## src/rtl/sig_pack_ctrl.sv

```systemverilog
// Purpose : collects NSIG signed samples into slot registers, strobes an external packer and returns its word downstream.
// Latency : last sample accepted in cycle N -> combine_sig_s in N+1 -> out_valid from N+3.
// Backpressure: in_ready is low outside FILL; out_data is held stable while out_valid waits for out_ready.
//
// Ports:
//   clk_fast, rst             single clock, synchronous active-high reset
//   in_valid/in_ready/in_data upstream sample handshake (WIDTH-bit two's complement)
//   flush                     closes a partial frame, remaining slots zero-padded
//   sin_bus, combine_sig_s    slot registers and one-cycle capture strobe to the packer
//   Sout_s                    packer registered result, sampled one cycle after the strobe
//   out_valid/out_ready/out_data  downstream packed-word handshake
//   frame_cnt                 completed output handshakes, modulo 2^16
//   busy                      high whenever the controller is not filling
module sig_pack_ctrl #(
    parameter int WIDTH = 10,
    parameter int NSIG  = 16
) (
    input  logic                   clk_fast,
    input  logic                   rst,
    input  logic                   in_valid,
    output logic                   in_ready,
    input  logic [WIDTH-1:0]       in_data,
    input  logic                   flush,
    output logic [WIDTH*NSIG-1:0]  sin_bus,
    output logic                   combine_sig_s,
    input  logic [WIDTH*NSIG-1:0]  Sout_s,
    output logic                   out_valid,
    input  logic                   out_ready,
    output logic [WIDTH*NSIG-1:0]  out_data,
    output logic [15:0]            frame_cnt,
    output logic                   busy
);

    localparam int CW = (NSIG > 1) ? $clog2(NSIG) : 1;
    localparam logic [CW-1:0] LAST_SLOT = CW'(NSIG - 1);

    typedef enum logic [1:0] {
        FILL    = 2'd0,
        COMBINE = 2'd1,
        CAPTURE = 2'd2,
        OUT     = 2'd3
    } state_t;

    state_t           state;
    state_t           state_nxt;
    logic [CW-1:0]    cnt;
    logic [WIDTH-1:0] slot [NSIG];

    logic accept;
    logic close_frame;
    logic handshake;

    assign accept    = in_valid && in_ready;
    assign handshake = out_valid && out_ready;

    // A frame closes when the last slot is written, or on flush provided the
    // frame holds at least one sample (counting one accepted this cycle).
    assign close_frame = (state == FILL) &&
                         ((accept && ((cnt == LAST_SLOT) || flush)) ||
                          (!accept && flush && (cnt != '0)));

    // State register
    always_ff @(posedge clk_fast) begin
        if (rst) begin
            state <= FILL;
        end else begin
            state <= state_nxt;
        end
    end

    // Next-state logic
    always_comb begin
        state_nxt = state;
        case (state)
            FILL:    if (close_frame) state_nxt = COMBINE;
            COMBINE: state_nxt = CAPTURE;
            CAPTURE: state_nxt = OUT;
            OUT:     if (handshake) state_nxt = FILL;
            default: state_nxt = FILL;
        endcase
    end

    // Output decode; in_ready is forced low while reset is held.
    always_comb begin
        in_ready  = (state == FILL) && !rst;
        out_valid = (state == OUT);
        busy      = (state != FILL);
    end

    // Strobe is registered from the next state; COMBINE is only entered from
    // FILL, so the strobe can never be high in two consecutive cycles.
    always_ff @(posedge clk_fast) begin
        if (rst) begin
            combine_sig_s <= 1'b0;
        end else begin
            combine_sig_s <= (state_nxt == COMBINE);
        end
    end

    // Slot fill, padding, output capture and frame counting
    always_ff @(posedge clk_fast) begin
        if (rst) begin
            cnt       <= '0;
            out_data  <= '0;
            frame_cnt <= '0;
            for (int k = 0; k < NSIG; k++) begin
                slot[k] <= '0;
            end
        end else begin
            if (state == FILL) begin
                if (close_frame) begin
                    cnt <= '0;
                end else if (accept) begin
                    cnt <= cnt + CW'(1);
                end
                // Sample lands in slot[cnt]; on close every later slot is zeroed.
                for (int k = 0; k < NSIG; k++) begin
                    if (accept && (cnt == CW'(k))) begin
                        slot[k] <= in_data;
                    end else if (close_frame && (CW'(k) >= cnt)) begin
                        slot[k] <= '0;
                    end
                end
            end

            if (state == CAPTURE) begin
                out_data <= Sout_s;
            end

            if (handshake) begin
                frame_cnt <= frame_cnt + 16'd1;
                for (int k = 0; k < NSIG; k++) begin
                    slot[k] <= '0;
                end
            end
        end
    end

    for (genvar g = 0; g < NSIG; g++) begin : g_sin_bus
        assign sin_bus[g*WIDTH +: WIDTH] = slot[g];
    end

endmodule
```

## config.mk

```make
export PLATFORM = sky130hd
export DESIGN_NAME = sig_pack_ctrl
export DESIGN_NICKNAME = d
export VERILOG_FILES = /design/src/rtl/sig_pack_ctrl.sv
export SDC_FILE = /design/constraint.sdc
export NUM_CORES = 1
export LEC_CHECK = 0
export ABC_AREA = 0
export CAP_MARGIN = 30
export CORE_AREA = 2 2 200 202
export DETAILED_ROUTE_END_ITERATION = 12
export DIE_AREA = 0 0 202 204
export PLACE_DENSITY = 0.61
export SKIP_LAST_GASP = 1
export SYNTH_ARGS = -nofsm -noshare
export SYNTH_HDL_FRONTEND = slang
export SYNTH_SLANG_ARGS = --single-unit
```

## constraint.sdc

```tcl
create_clock -name clk_fast -period 4.6 [get_ports clk_fast]
set_clock_uncertainty 0.1 [all_clocks]
set_input_delay 0.92 -clock clk_fast [delete_from_list [all_inputs] [get_ports clk_fast]]
set_output_delay 0.92 -clock clk_fast [all_outputs]
set_load 0.05 [all_outputs]
```

==> flow_summary.toml, run 1 <==
[status]
status = "complete, no violations"

[timing]
hold_slack_ns = 0.353
setup_slack_ns = 1.10
rsz0062_at_grt = "false"
min_period_ns = 3.50
maxSlewViolCount = 0
tightest_slew_ns = 1.00
fmax_ghz = 0.286
hold_viol = 0
relSlewSlack = 0.330
min_period_over_period = 0.761
setup_viol = 0
tns_ns = 0

[synth]
syn_area_um2 = 12500
synth_flop_cell = "dfxtp_1"
synth_common_cells = "343 x nand2_1, 263 x dfxtp_1, 179 x a21oi_1, 86 x and2_1, 80 x edfxtp_1"
synth_area_leaders = "dfxtp_1 42%, edfxtp_1 19%, nand2_1 10%"
yosys_warnings = 0
synth_edf_count = 80
async_flop_share = 0
netlist_instances = 1284
synth_seq_cells = 343
yosysUniqueCellTypes = 49
syn_area_per_cell_um2 = 9.74
yosys.area.top_type = "dfxtp_1"
synth_top_cell_area_share = 0.421
synthesis.nets = 1464
ys_seq_area_frac = 0.613
synth_most_common_cell = "nand2_1"

[power]
p_leak_nw = 6.84
p_int_mw = 5.39
pwr-share-comb = 0.151
peakVddDrop_uv = 305
power_mw = 7.44
power.share.switching = 0.275
p_seq_frac = 0.438
power_frac_clock = 0.411
power_density_nw_per_um2 = 384
p_switching_mw = 2.05

[placed_design]
post-place-ws_ns = 1.00
portBuffers = 514
hpwl_mm = 33.0
place.gp.congestion = 0.861
place_area_um2 = 18100
dp.cells = 2244

[setup_path]
crit_start = "state[0]"
worstPathArrival_ns = 2.48
worst_setup_path_start_kind = "flip-flop"
r2r-start = "state[0]"
required_ns = 3.58
cp-end-kind = "output port"
path_class = "flip-flop to output port"
path_max_fanout = 11

[drt]
ant_nets = 0
vias = 11300
dr.pass1.iters = 5
drc = 0
drtIter0Drc = 737
wl_mm = 45.9
wl_per_cell_um = 19.8
vias_per_cell = 4.86

[run]
cap_violations = 0

[die]
die-area_um2 = 41200
die_h_um = 204
fp-row-count = 73
start_util = 0.319
dieWidth_um = 202
ios = 515
fp.coreArea_um2 = 39200

[layout]
drive_gt1_frac = 0.0503
instances_no_fill = 2317
multi_input_area_um2 = 4440
seq_area_um2 = 7670
postLayoutCoreUtil = 0.494
fin_nets = 1940
area_growth_pct = 54.8
fin_area_um2 = 19300
fill_cells = 3606

[hold_path]
hold_class = "flip-flop to flip-flop"
min_from = "out_data[50]"

[grt]
grt_pass1_wl_mm = 68.9
grt_use_total = 0.217
antenna_found_initial = 6
grt_overflow = 0
grt_pass1_vias = 11200
grt_max_degree = 106

[clocking]
cts_buffers = 39
cts_tree = "yes"
worstSkewPairLatency_ns = 0.55
htree_levels = 2
post-cts-setup-buffers = 0
cts_hold_buf = 0
postCtsResizedCells = 0
cts-root-buf = "clkbuf_16"
cts.sinks = 343
clk_pin_slew_worst_paths_ns = 0.06
clockBufferDepth = 3
[cell type report]
| type | count | share of cell area |
|---|---|---|
| multi-input combinational | 838 | 0.229 |
| antenna | 2 | 0.000259 |
| tap | 525 | 0.0340 |
| inverter | 10 | 0.00194 |
| clock inverter | 18 | 0.00918 |
| timing repair buffer | 528 | 0.274 |
| clock buffer | 53 | 0.0552 |
| sequential | 343 | 0.396 |
[worst max-delay path: stages (launching register included)]
cell             delay [ns]
dfxtp_1                0.47
or3_1                  0.48
inv_2                  0.12
clkdlybuf4s50_1        0.85
[state kept, by name (all words and copies together), names as in the netlist]
signal         flops
combine_sig_s      1
cnt                4
state              2
out_data         160
slot             160
frame_cnt         16
[layer usage]
| metal | track usage | part of all wire | vias up |
|---|---|---|---|
| met3 | 0.0721 | 0.085 | 73 |
| met5 | 0 | 0.00085 | - |
| li1 | - | - | 5337 |
| met4 | 0.0704 | 0.026 | 6 |
| met2 | 0.390 | 0.51 | 447 |
| met1 | 0.241 | 0.38 | 5387 |
[layout by cell type, fill, tap and decap left out, types with 8 or more instances in the layout]
cell type	count
clkdlybuf4s50_1	513
nand2_1	343
dfxtp_1	263
a21oi_1	179
and2_1	86
edfxtp_1	80
clkbuf_16	39
nor2_1	34
a22o_1	30
nand3_1	20
a32o_1	20
o2bb2ai_1	11
mux2i_1	11
buf_4	11
a22oi_1	10
clkbuf_1	10
xor2_1	9
inv_1	8
[kinds of logic after synthesis]
logic type / after synthesis / share of synthesized area
AND/OR/NAND/NOR: 536 / 0.195
flip-flops: 343 / 0.613
AO/OA/AOI/OAI: 276 / 0.138
buffers and inverters: 103 / 0.0329
multiplexers: 11 / 0.00881
XOR/XNOR: 10 / 0.00701
adder cells (fa/ha/maj): 5 / 0.00500
[power groups by stage]
stage | Clock, mW | Sequential (mW) | Combinational, mW
after floorplan | 0 | 3.70 | 0.249
after global placement | 0 | 3.32 | 1.12
after detailed placement | 0 | 3.32 | 1.13
after CTS | 3.12 | 3.26 | 1.13
after global routing | 3.26 | 3.27 | 1.18
final | 3.06 | 3.25 | 1.12
[final timing paths]
check	slack, ns	end	cells after the start
max reg2reg	1.91	slot[1][60]	4
min reg2reg	0.35	out_data[50]	2
min	0.35	out_data[50]	2
max	1.10	in_ready	3
No activity file was read; power rests on OpenSTA's default activity.
==> run 2: changes to the inputs <==
--- a/config.mk
+++ b/config.mk
@@ -7,10 +7,10 @@
 export LEC_CHECK = 0
 export ABC_AREA = 0
 export CAP_MARGIN = 30
-export CORE_AREA = 2 2 200 202
+export CORE_AREA = 2 2 199 201
 export DETAILED_ROUTE_END_ITERATION = 12
-export DIE_AREA = 0 0 202 204
-export PLACE_DENSITY = 0.61
+export DIE_AREA = 0 0 201 203
+export PLACE_DENSITY = 0.64
 export SKIP_LAST_GASP = 1
 export SYNTH_ARGS = -nofsm -noshare
 export SYNTH_HDL_FRONTEND = slang
==> constraint.sdc (replaced) <==
create_clock -name clk_fast -period 3.1 [get_ports clk_fast]
set_clock_uncertainty 0.1 [all_clocks]
set_input_delay 0.62 -clock clk_fast [delete_from_list [all_inputs] [get_ports clk_fast]]
set_output_delay 0.62 -clock clk_fast [all_outputs]
set_load 0.05 [all_outputs]
==> run 2 against run 1 <==
Compared with the run above:
- sequential power rose by 49%
- core utilization is 1.7 points higher
- total power is 52% higher
- register-to-register slack worse by 1.3 ns
- via count shrank 0.27%
- count of clock-buffer cells in the layout is 3 higher
- largest cell class unchanged
- non-clock buffer count increased by 22
- wire length fell by 0.93%
- sequential share of layout area is 0.58 points lower
- critical path depth down 1
==> flow_summary.toml, run 2 (synthesis gave the netlist of run 1 again) <==
[drt]
dr.pass1.iters = 5
drtIter0Drc = 659
wl_mm = 45.5
ant_nets = 0
wl_per_cell_um = 19.5
vias_per_cell = 4.81
drc = 0
vias = 11200

[placed_design]
dp.cells = 2259
place.gp.congestion = 0.871
hpwl_mm = 33.7
portBuffers = 514

[timing]
tightest_slew_ns = 0.982
min_period_ns = 2.95
hold_viol = 0
hold_slack_ns = 0.236
fmax_ghz = 0.340
tns_ns = 0
min_period_over_period = 0.950
maxSlewViolCount = 0
setup_viol = 0
rsz0062_at_grt = "false"
relSlewSlack = 0.343

[setup_path]
crit_path_top_delay_cell = "clkdlybuf4s50_1"
path_class = "flip-flop to output port"
required_ns = 2.38
path_max_fanout = 11
reg2reg_depth = 7
cp_cell_sequence = "or2_2 -> clkdlybuf4s50_1"
cpPeakStageDelay_ns = 0.87
worst_setup_path_start_kind = "flip-flop"
cp-end-kind = "output port"
worstPathArrival_ns = 2.23

[die]
fp.coreArea_um2 = 38500
dieWidth_um = 201
fp-row-count = 72
start_util = 0.325
die-area_um2 = 40800
ios = 515
die_h_um = 203

[layout]
multi_input_area_um2 = 4440
drive_gt1_frac = 0.0663
final_common_cell = "clkdlybuf4s50_1"
area_growth_pct = 57.0
fill_cells = 3515
instances_no_fill = 2332
fin_nets = 1961
postLayoutCoreUtil = 0.510
reg.largest.list = "out_data: 160 flops, slot: 160 flops, frame_cnt: 16 flops"
seq_area_um2 = 7670
mostFrequentLayoutCells = "511 x clkdlybuf4s50_1, 343 x nand2_1, 263 x dfxtp_1"

[clocking]
cts_buffers = 38
htree_levels = 2
cts_hold_buf = 0
clockBufferDepth = 3
cts-root-buf = "clkbuf_16"
cts_tree = "yes"
cts.sinks = 343
worstSkewPairLatency_ns = 0.54
clk_pin_slew_worst_paths_ns = 0.06

[grt]
antenna_found_initial = 10
grt_pass1_vias = 11000
grt_pass1_wl_mm = 67.1
grt_overflow = 0
grt_use_total = 0.215
grt_max_degree = 81

[power]
power.share.switching = 0.268
power_mw = 11.3
p_leak_nw = 7.02
pwr-share-comb = 0.150
p_switching_mw = 3.02
power_frac_clock = 0.422
p_int_mw = 8.26
p_seq_frac = 0.428
power_density_nw_per_um2 = 574
peakVddDrop_uv = 548

[hold_path]
hold_class = "primary input to flip-flop"
holdPathStages = 2

[run]
cap_violations = 0

[status]
status = "complete, no violations"
run 2: changes by cell type in the layout (fill, tap and decap cells not counted), moves of 3 or more:
cell	delta
buf_12	+3
clkinv_1	-4
clkbuf_8	+7
buf_4	+20
clkbuf_1	-4
run 2: power groups by stage:
stage,clock (mW),sequential [mW],combinational [mW]
floorplan,0,5.48,0.370
global placement,0,4.92,1.68
detailed placement,0,4.93,1.70
global route,5.04,4.84,1.77
CTS,4.87,4.83,1.70
finish,4.76,4.83,1.69
run 2: metrics by stage:
stage | setup slack, ns | instance area, µm²
2_1_floorplan | 0.150 | 12500
3_3_place_gp | 0.133 | 18300
3_5_place_dp | 0.0788 | 18300
4_1_cts | 0.0194 | 19600
5_1_grt | 0.0363 | 19600
6_report | 0.155 | 19600
run 2: repair_timing:
item                                    CTS  global route
hold endpoints to repair                  0             0
endpoints found under the setup margin    0             1
gates resized for setup                   0             1
buffers inserted                          0             0
run 2: cell type report:
class | instances | area share
clock buffer | 56 | 0.0586
multi-input combinational | 838 | 0.226
antenna | 4 | 0.000510
sequential | 343 | 0.391
timing repair buffer | 550 | 0.280
tap | 518 | 0.0330
clock inverter | 13 | 0.00911
inverter | 10 | 0.00191
run 2: worst paths after layout:
| path | slack (ns) | end | start |
|---|---|---|---|
| min | 0.24 | cnt[3] | rst |
| max reg2reg | 0.56 | slot[0][73] | cnt[0] |
| min reg2reg | 0.35 | out_data[17] | out_data[17] |
| max | 0.15 | busy | state[0] |
run 2: worst max-delay path: cells and delay by family, from the launching register on:
family / cells / cell delay, ns
flip-flops: 1 / 0.62
buffers and inverters: 1 / 0.87
AND/OR/NAND/NOR: 1 / 0.20
run 2: routing by layer:
layer	routed length (µm)	global-route usage
met5	80	0
met2	22800	0.380
met1	16700	0.226
met4	2040	0.110
met3	3800	0.0743
